===== src/rtl/cordic_ahb_master_pkg.sv =====
// Shared definitions for the CORDIC AHB-Lite initiator: FSM states, AHB
// transfer encodings, slave register offsets and status bit positions.
// No ports; imported by cordic_ahb_master.
package cordic_ahb_master_pkg;

  // One state per AHB address/data phase of each access, plus IDLE and RSP.
  typedef enum logic [2:0] {
    IDLE = 3'd0,
    WR_A = 3'd1,
    WR_D = 3'd2,
    ST_A = 3'd3,
    ST_D = 3'd4,
    RD_A = 3'd5,
    RD_D = 3'd6,
    RSP  = 3'd7
  } state_t;

  localparam logic [1:0]  HTRANS_IDLE   = 2'b00;
  localparam logic [1:0]  HTRANS_NONSEQ = 2'b10;

  localparam logic [31:0] DATA_OFF      = 32'h0000_0000;
  localparam logic [31:0] STATUS_OFF    = 32'h0000_0004;

  localparam int          EMPTY_BIT     = 0;

endpackage


===== src/rtl/cordic_ahb_master.sv =====
// Purpose: AHB-Lite initiator that writes one operand to the CORDIC slave,
//          polls its status until a result is ready, then reads the result.
// Latency: 7 cycles handshake-to-rsp_valid with a zero-wait slave and
//          non-empty first poll; +1 per wait state, +2 per extra poll.
// Backpressure: one command in flight; cmd_ready only in IDLE, the response
//          is held until rsp_ready, AHB stays idle while waiting.
// Ports: clk/reset (sync, active-high); cmd_valid/cmd_ready/cmd_data operand
//        input; rsp_valid/rsp_ready/rsp_data/rsp_err result output;
//        H* AHB-Lite manager signals (HSIZE/HBURST/HPROT/HMASTLOCK constant).
module cordic_ahb_master
  import cordic_ahb_master_pkg::*;
#(
  parameter logic [31:0] BASE_ADDR  = 32'h4000_0000,
  parameter int          POLL_LIMIT = 16
) (
  input  logic        clk,
  input  logic        reset,
  input  logic        cmd_valid,
  output logic        cmd_ready,
  input  logic [31:0] cmd_data,
  output logic        rsp_valid,
  input  logic        rsp_ready,
  output logic [31:0] rsp_data,
  output logic        rsp_err,
  output logic [31:0] HADDR,
  output logic [1:0]  HTRANS,
  output logic        HWRITE,
  output logic [2:0]  HSIZE,
  output logic [2:0]  HBURST,
  output logic [3:0]  HPROT,
  output logic        HMASTLOCK,
  output logic [31:0] HWDATA,
  input  logic [31:0] HRDATA,
  input  logic        HREADY,
  input  logic        HRESP
);

  localparam int                CNT_W = $clog2(POLL_LIMIT + 1);
  localparam logic [CNT_W-1:0]  LIMIT = CNT_W'(POLL_LIMIT);

  state_t            state_q, state_d;
  logic [31:0]       op_q, op_d;
  logic [CNT_W-1:0]  cnt_q, cnt_d, cnt_inc;
  logic [31:0]       rsp_data_q, rsp_data_d;
  logic              rsp_err_q, rsp_err_d;

  // Saturating increment so the counter can never wrap past the limit.
  assign cnt_inc = (cnt_q == LIMIT) ? cnt_q : cnt_q + 1'b1;

  assign HSIZE     = 3'b010;
  assign HBURST    = 3'b000;
  assign HPROT     = 4'b0011;
  assign HMASTLOCK = 1'b0;
  // Operand register drives write data directly, so it is stable for the
  // whole (possibly stretched) WR_D data phase.
  assign HWDATA    = op_q;
  assign rsp_data  = rsp_data_q;
  assign rsp_err   = rsp_err_q;

  always_ff @(posedge clk) begin
    if (reset) begin
      state_q    <= IDLE;
      op_q       <= '0;
      cnt_q      <= '0;
      rsp_data_q <= '0;
      rsp_err_q  <= 1'b0;
    end else begin
      state_q    <= state_d;
      op_q       <= op_d;
      cnt_q      <= cnt_d;
      rsp_data_q <= rsp_data_d;
      rsp_err_q  <= rsp_err_d;
    end
  end

  // Address-phase outputs decode from state only; state cannot leave an
  // address phase while HREADY=0, which holds HADDR/HWRITE/HTRANS.
  always_comb begin
    state_d    = state_q;
    op_d       = op_q;
    cnt_d      = cnt_q;
    rsp_data_d = rsp_data_q;
    rsp_err_d  = rsp_err_q;
    cmd_ready  = 1'b0;
    rsp_valid  = 1'b0;
    HTRANS     = HTRANS_IDLE;
    HADDR      = '0;
    HWRITE     = 1'b0;

    unique case (state_q)
      IDLE: begin
        cmd_ready = 1'b1;
        if (cmd_valid) begin
          op_d       = cmd_data;
          cnt_d      = '0;
          rsp_data_d = '0;
          rsp_err_d  = 1'b0;
          state_d    = WR_A;
        end
      end
      WR_A: begin
        HTRANS = HTRANS_NONSEQ;
        HWRITE = 1'b1;
        HADDR  = BASE_ADDR + DATA_OFF;
        if (HREADY) state_d = WR_D;
      end
      WR_D: begin
        if (HREADY) begin
          if (HRESP) begin
            rsp_err_d = 1'b1;
            state_d   = RSP;
          end else begin
            state_d   = ST_A;
          end
        end
      end
      ST_A: begin
        HTRANS = HTRANS_NONSEQ;
        HADDR  = BASE_ADDR + STATUS_OFF;
        if (HREADY) state_d = ST_D;
      end
      ST_D: begin
        if (HREADY) begin
          if (HRESP) begin
            rsp_err_d = 1'b1;
            state_d   = RSP;
          end else if (!HRDATA[EMPTY_BIT]) begin
            state_d   = RD_A;
          end else begin
            cnt_d = cnt_inc;
            if (cnt_inc == LIMIT) begin
              rsp_err_d  = 1'b1;
              rsp_data_d = '0;
              state_d    = RSP;
            end else begin
              state_d    = ST_A;
            end
          end
        end
      end
      RD_A: begin
        HTRANS = HTRANS_NONSEQ;
        HADDR  = BASE_ADDR + DATA_OFF;
        if (HREADY) state_d = RD_D;
      end
      RD_D: begin
        if (HREADY) begin
          rsp_data_d = HRDATA;
          rsp_err_d  = HRESP;
          state_d    = RSP;
        end
      end
      RSP: begin
        rsp_valid = 1'b1;
        if (rsp_ready) state_d = IDLE;
      end
      default: state_d = IDLE;
    endcase
  end

endmodule


===== config.mk =====
export PLATFORM = sky130hd
export DESIGN_NAME = cordic_ahb_master
export DESIGN_NICKNAME = d
export VERILOG_FILES = /design/src/rtl/cordic_ahb_master_pkg.sv /design/src/rtl/cordic_ahb_master.sv
export SDC_FILE = /design/constraint.sdc
export NUM_CORES = 1
export LEC_CHECK = 0
export ABC_AREA = 1
export CORE_MARGIN = 10
export CORE_UTILIZATION = 40
export DETAILED_ROUTE_END_ITERATION = 8
export PLACE_DENSITY_LB_ADDON = 0.25
export SYNTH_ARGS = -nofsm -noshare
export SYNTH_HDL_FRONTEND = slang
export SYNTH_SLANG_ARGS = --single-unit

===== constraint.sdc =====
create_clock -name clk -period 2.1 [get_ports clk]
set_input_delay 0.42 -clock clk [delete_from_list [all_inputs] [get_ports clk]]
set_output_delay 0.42 -clock clk [all_outputs]
set_load 0.02 [all_outputs]

Word-level counts from Yosys, hierarchy flattened
Cells that the tools add are included.

operators by class
  add/subtract/negate cells = 1
  equal/unequal tests = 23
  mux-type cells = 40
  reduce and logical (&&, ||, !) cells = 11

operators by type and width
  operator                                       number
  two-way mux 32 bit                             6
  case mux 32 bit (3 select lines)               1
  case mux 31 bit (2 select lines)               1
  two-way mux 3 bit                              12
  two-way mux 5 bit                              5
  inequality test 2 bit, second input constant   12
  case mux 3 bit (8 select lines)                1
  AND reduction 8 bit                            2
  == test 3 bit, second input constant           4
  two-way mux 1 bit                              11
  == test 5 bit, second input constant           2
  case mux 5 bit (2 select lines)                1
  AND reduction 7 bit                            1
  == test 3 x 2 -> 1 bit, second input constant  2
  inequality test 3 bit, second input constant   2
  adder 5 x 1 -> 5 bit, second input constant    1
  AND reduction 5 bit                            1
  case mux 1 bit (4 select lines)                1
  nonzero test 4 bit                             1
  == test 3 x 1 -> 1 bit, second input constant  1
  logical NOT 3 bit                              1
  nonzero test 3 bit                             1
  OR reduction 3 bit                             1
  two-way mux 2 bit                              1
  other kinds (3)                                3

storage, ports and cells
  flip-flop bits (word level) = 73
  output and inout port bits = 113
  logic and storage cells = 80

Depth between registers and ports, before layout
  depth after elaboration = 8
  gate-level depth with buffers = 15
  gate-level depth less buffers = 14

Worst setup path before layout
Ideal clock, no wire load.

  path kind = reg-to-reg
  from = reg cnt_q[0]
  to = reg rsp_data_q[10], in the netlist rsp_data[10]
  arrival = 1667 ps
  data required time = 1988 ps
  path slack = 321 ps
  cell stages (with the launch flop) = 16
  buffers on the path = 2
  period minus slack after synthesis = 1779 ps
  cells stage by stage = dfxtp_1 > inv_1 > ha_1 > nand2_1 > inv_1 > nand2_1 > nand2_1 > nand2_1 > nor2_1 > nand3_1 > nand2_1 > and2_1 > buf_2 > buf_6 > nor2_1 > nor2_1

between the ends
  word-level cells in the longest chain between the ends = 5
  elaborated cells between the ends (all ways) = 6
  classes of those cells = add/sub: 1; eq/ne: 3; mux: 1; reduce/logical: 1

ends and longest elaborated chain
  item                                                   line                      text
  from (decl)                                            cordic_ahb_master.sv:43   logic [CNT_W-1:0] cnt_q, cnt_d, cnt_inc;
  from (signal assigned)                                 cordic_ahb_master.sv:70   cnt_q <= cnt_d;
  adder 5 x 1 -> 5 bit or == test 5 bit (tied branches)  cordic_ahb_master.sv:48   assign cnt_inc = (cnt_q == LIMIT) ? cnt_q : cnt_q + 1'b1;
  two-way mux 5 bit (*)                                  cordic_ahb_master.sv:48
  == test 5 bit (*)                                      cordic_ahb_master.sv:131  if (cnt_inc == LIMIT) begin
  inequality test 2 bit (no source line) (*)             -
  AND reduction 7 bit (no source line) (*)               -
  to (signal assigned)                                   cordic_ahb_master.sv:71   rsp_data_q <= rsp_data_d;
  to (decl)                                              cordic_ahb_master.sv:44   logic [31:0] rsp_data_q, rsp_data_d;

Mark *: on every way between the ends. The rest lies on a longest branch, timed or not.
A chain may end at the register's enable or synchronous reset.

Worst setup path after layout
  from = reg state_q[1]
  to = out HADDR[2]

between the ends
  word-level cells in the longest chain between the ends = 3
  elaborated cells between the ends (all ways) = 5
  classes of those cells = eq/ne: 3; mux: 1; reduce/logical: 1

ends and longest elaborated chain
  item                                                     line                     text
  from (decl)                                              cordic_ahb_master.sv:41  state_t state_q, state_d;
  from (signal assigned)                                   cordic_ahb_master.sv:68  state_q <= state_d;
  == test 3 bit or == test 3 x 1 -> 1 bit (tied branches)  cordic_ahb_master.sv:90  unique case (state_q)
  OR reduction 2 bit (no source line)                      -
  case mux 31 bit (2 select lines) (*)                     cordic_ahb_master.sv:90
  to (decl)                                                cordic_ahb_master.sv:25  output logic [31:0] HADDR,

Marks and branches as above.

==> impl_metrics.csv <==
group,metric,value,unit
global_routing,grt_usage,15.9,%
placed_design,port_buffers,140,
sta,setup_violations,0,
yosys,synth_edf_count,0,
yosys,synth_top_area_cell,"dfxtp_1",
finish,drive_above_1_share,6.71,%
detailed_routing,route.detailed.drc,0,
placed_design,dp.cells,748,
outcome,status,"completed",
sta,slew_viol_final,0,
finish,nFillCells,852,
critical_path,endpoint_kind,"primary output",
power_and_ir_drop,irDropWorstVdd,0.000677,V
global_routing,grt_max_degree,39,
critical_path,cp_max_fo,6,
floorplanning,initial_utilization,41.0,%
sta,finalClockSkew,0.00907,ns
critical_path,rrSetupSlack,0.28,ns
critical_path,path_class,"reg2out",
finish,fin_util,58.9,%
yosys,synth.most_common_cell,"nand2_1",
floorplanning,num_rows,34,
detailed_routing,postRouteAntennaNets,0,
yosys,syn_inst,519,
yosys,synth_area,0.00356,mm²
sta,period_share,91.9,%
critical_path,worstSetupStartpointType,"flop",
cts,cts_resized,6,
floorplanning,dieWidth,114,µm
floorplanning,coreArea,0.00868,mm²
worst_hold_path,worst_hold_path_type,"reg2reg",
yosys,async_reset_ff_share,0,%
detailed_routing,routed_wl,10.8,mm
global_routing,gr-total-overflow,0,
sta,grt_setup_unrepaired,"no",
cts,cts_tree,"built",
cts,cts_buffers,9,
critical_path,cpPeakStageDelay,0.42,ns
yosys,ys_types,27,
cts,clock_path_buffers,2,
cts,clk_pin_slew,0.08,ns
detailed_routing,firstDrtPassIters,5,
global_routing,grt_pass1_wl,17.3,mm
critical_path,cp.required,1.68,ns
floorplanning,die_h,114,µm
sta,finalHoldViolations,0,
worst_hold_path,min_path_cells,2,
worst_hold_path,hold_end,"HWDATA[20]",
sta,period_needed,1.93,ns
detailed_routing,drtIter0Drc,219,
worst_hold_path,hp-start,"HWDATA[20]",
cts,htree_num_levels,3,
global_routing,grt_antenna_before_repair,0,
cts,worstSkewPairLatency,0.33,ns
power_and_ir_drop,cellPowerDensity,1330,mW/mm²
detailed_routing,wl_per_cell,14.2,µm
critical_path,critPathTopFamily,"buffers and inverters",
sta,max_freq,518,MHz
finish,num-nets-final,723,
critical_path,timing.rr.end,"rsp_data[26]",
yosys,synth_top_area_share,41.1,%
global_routing,grt_pass1_vias,3464,
cts,clock_sinks,73,
critical_path,reg2reg_depth,13,
critical_path,crit_slowest_cell,"dfxtp_1",
detailed_routing,vias,3565,
yosys,yosysWarnings,0,
placed_design,routabilityCongestion,0.856,
sta,setup_tns,0,ns
finish,diodes,0,
critical_path,crit_chain,"inv_1, nor2_1, inv_1, nor2_1, clkdlybuf4s15_1",
finish,seq_area,0.00147,mm²
critical_path,crit_start,"state_q[1]",
cts,clock-root-buffer,"clkbuf_8",
sta,timing.hold.ws,0.465,ns
critical_path,r2r-start,"cnt_q[0]",
yosys,synthTopCellsByArea,"dfxtp_1 (41%), nand2_1 (13%), nand3_1 (10%)",
yosys,synth.ff_latch_count,73,
run,maxCapViolations,0,
finish,fin_cells,764,
floorplanning,boundaryPins,183,
floorplanning,die_area,0.0131,mm²
yosys,avgSynthCellArea,6.86,µm²
cts,post_cts_buffers,0,
yosys,synth_ff_type,"dfxtp_1",
critical_path,worstPathArrival,1.51,ns
yosys,synth_common_cells,"nand2_1 (123), nor2_1 (78), nand3_1 (74)",
placed_design,hpwl,8.19,mm
finish,multiInputGateArea,0.00170,mm²
yosys,synth-seq-area-share,41.1,%
power_and_ir_drop,power.leakage,0.00216,µW
critical_path,crit_buf_inv,3,
cts,cts_hold_buffers,0,
detailed_routing,routed_via_density,4.67,
finish,area_delta_synth_final,43.6,%
## cells in the final DEF (no fill, tap or decap), types with 3 or more instances in the layout
master	n
nand2_1	122
a21oi_1	42
inv_1	20
dfxtp_1	70
dfxtp_2	3
inv_2	3
clkbuf_8	9
nor2_1	78
nand2_2	3
nand3_1	74
nor2_2	3
dlygate4sd2_1	4
clkdlybuf4s50_1	134
buf_4	14
o21ai_0	7
conb_1	42
a211oi_1	4
## worst max path at each step
stage	endpoint	slack, ns	depth (start not counted)
floorplan	rsp_data[10]	0.32	15
global placement	rsp_data[28]	0.13	11
detailed placement	rsp_data[26]	0.08	11
CTS	HTRANS[1]	0.03	4
global route	HADDR[2]	0.01	5
finish	HADDR[2]	0.17	5
## where the power goes
part / switching (µW) / internal [µW]
Clock: 529 / 554
Sequential: 231 / 1760
Combinational: 2220 / 1510
## cell type report
type	count	area share, %
multi-input combinational	388	33.3
inverter	24	1.76
timing repair buffer	155	29.8
clock inverter	6	1.32
tap	108	2.64
sequential	73	28.7
clock buffer	10	2.50
## per-stage QoR
| step | area, µm² | worst slack (ns) | power [µW] |
|---|---|---|---|
| floorplan | 3710 | 0.321 | 4530 |
| global placement | 4910 | 0.130 | 5700 |
| detailed placement | 4910 | 0.0784 | 5770 |
| CTS | 5100 | 0.0299 | 6860 |
| global route | 5110 | 0.0141 | 7420 |
| finish | 5110 | 0.170 | 6800 |
## flip-flops by register name, indices dropped and copies added (netlist names)
register,flops
state_q,3
cnt_q,5
rsp_data,32
HWDATA,32
rsp_err,1
## layer usage
layer | up-vias | wire length [µm] | track usage (%)
li1 | 1833 | - | -
met1 | 1587 | 4420 | 18.2
met2 | 141 | 4850 | 25.3
met3 | 4 | 1500 | 8.54
met4 | 0 | 47 | 4.01
met5 | - | 0 | 0
## logic make-up (layout without fill, tap and decap cells)
kind of cell	Yosys count	in the layout	share of synthesized area, %
AND/OR/NAND/NOR	288	288	34.2
buffers and inverters	98	195	15.5
flip-flops	73	73	41.1
AO/OA/AOI/OAI	55	55	8.12
adder cells (fa/ha/maj)	2	2	0.703
other	2	42	0.211
XOR/XNOR	1	1	0.246
## worst min-delay path: stages (launching register included)
cell	delay [ns]
dfxtp_1	0.32
nand2_1	0.06
a21oi_1	0.05
(Power assumes the default switching activity.)
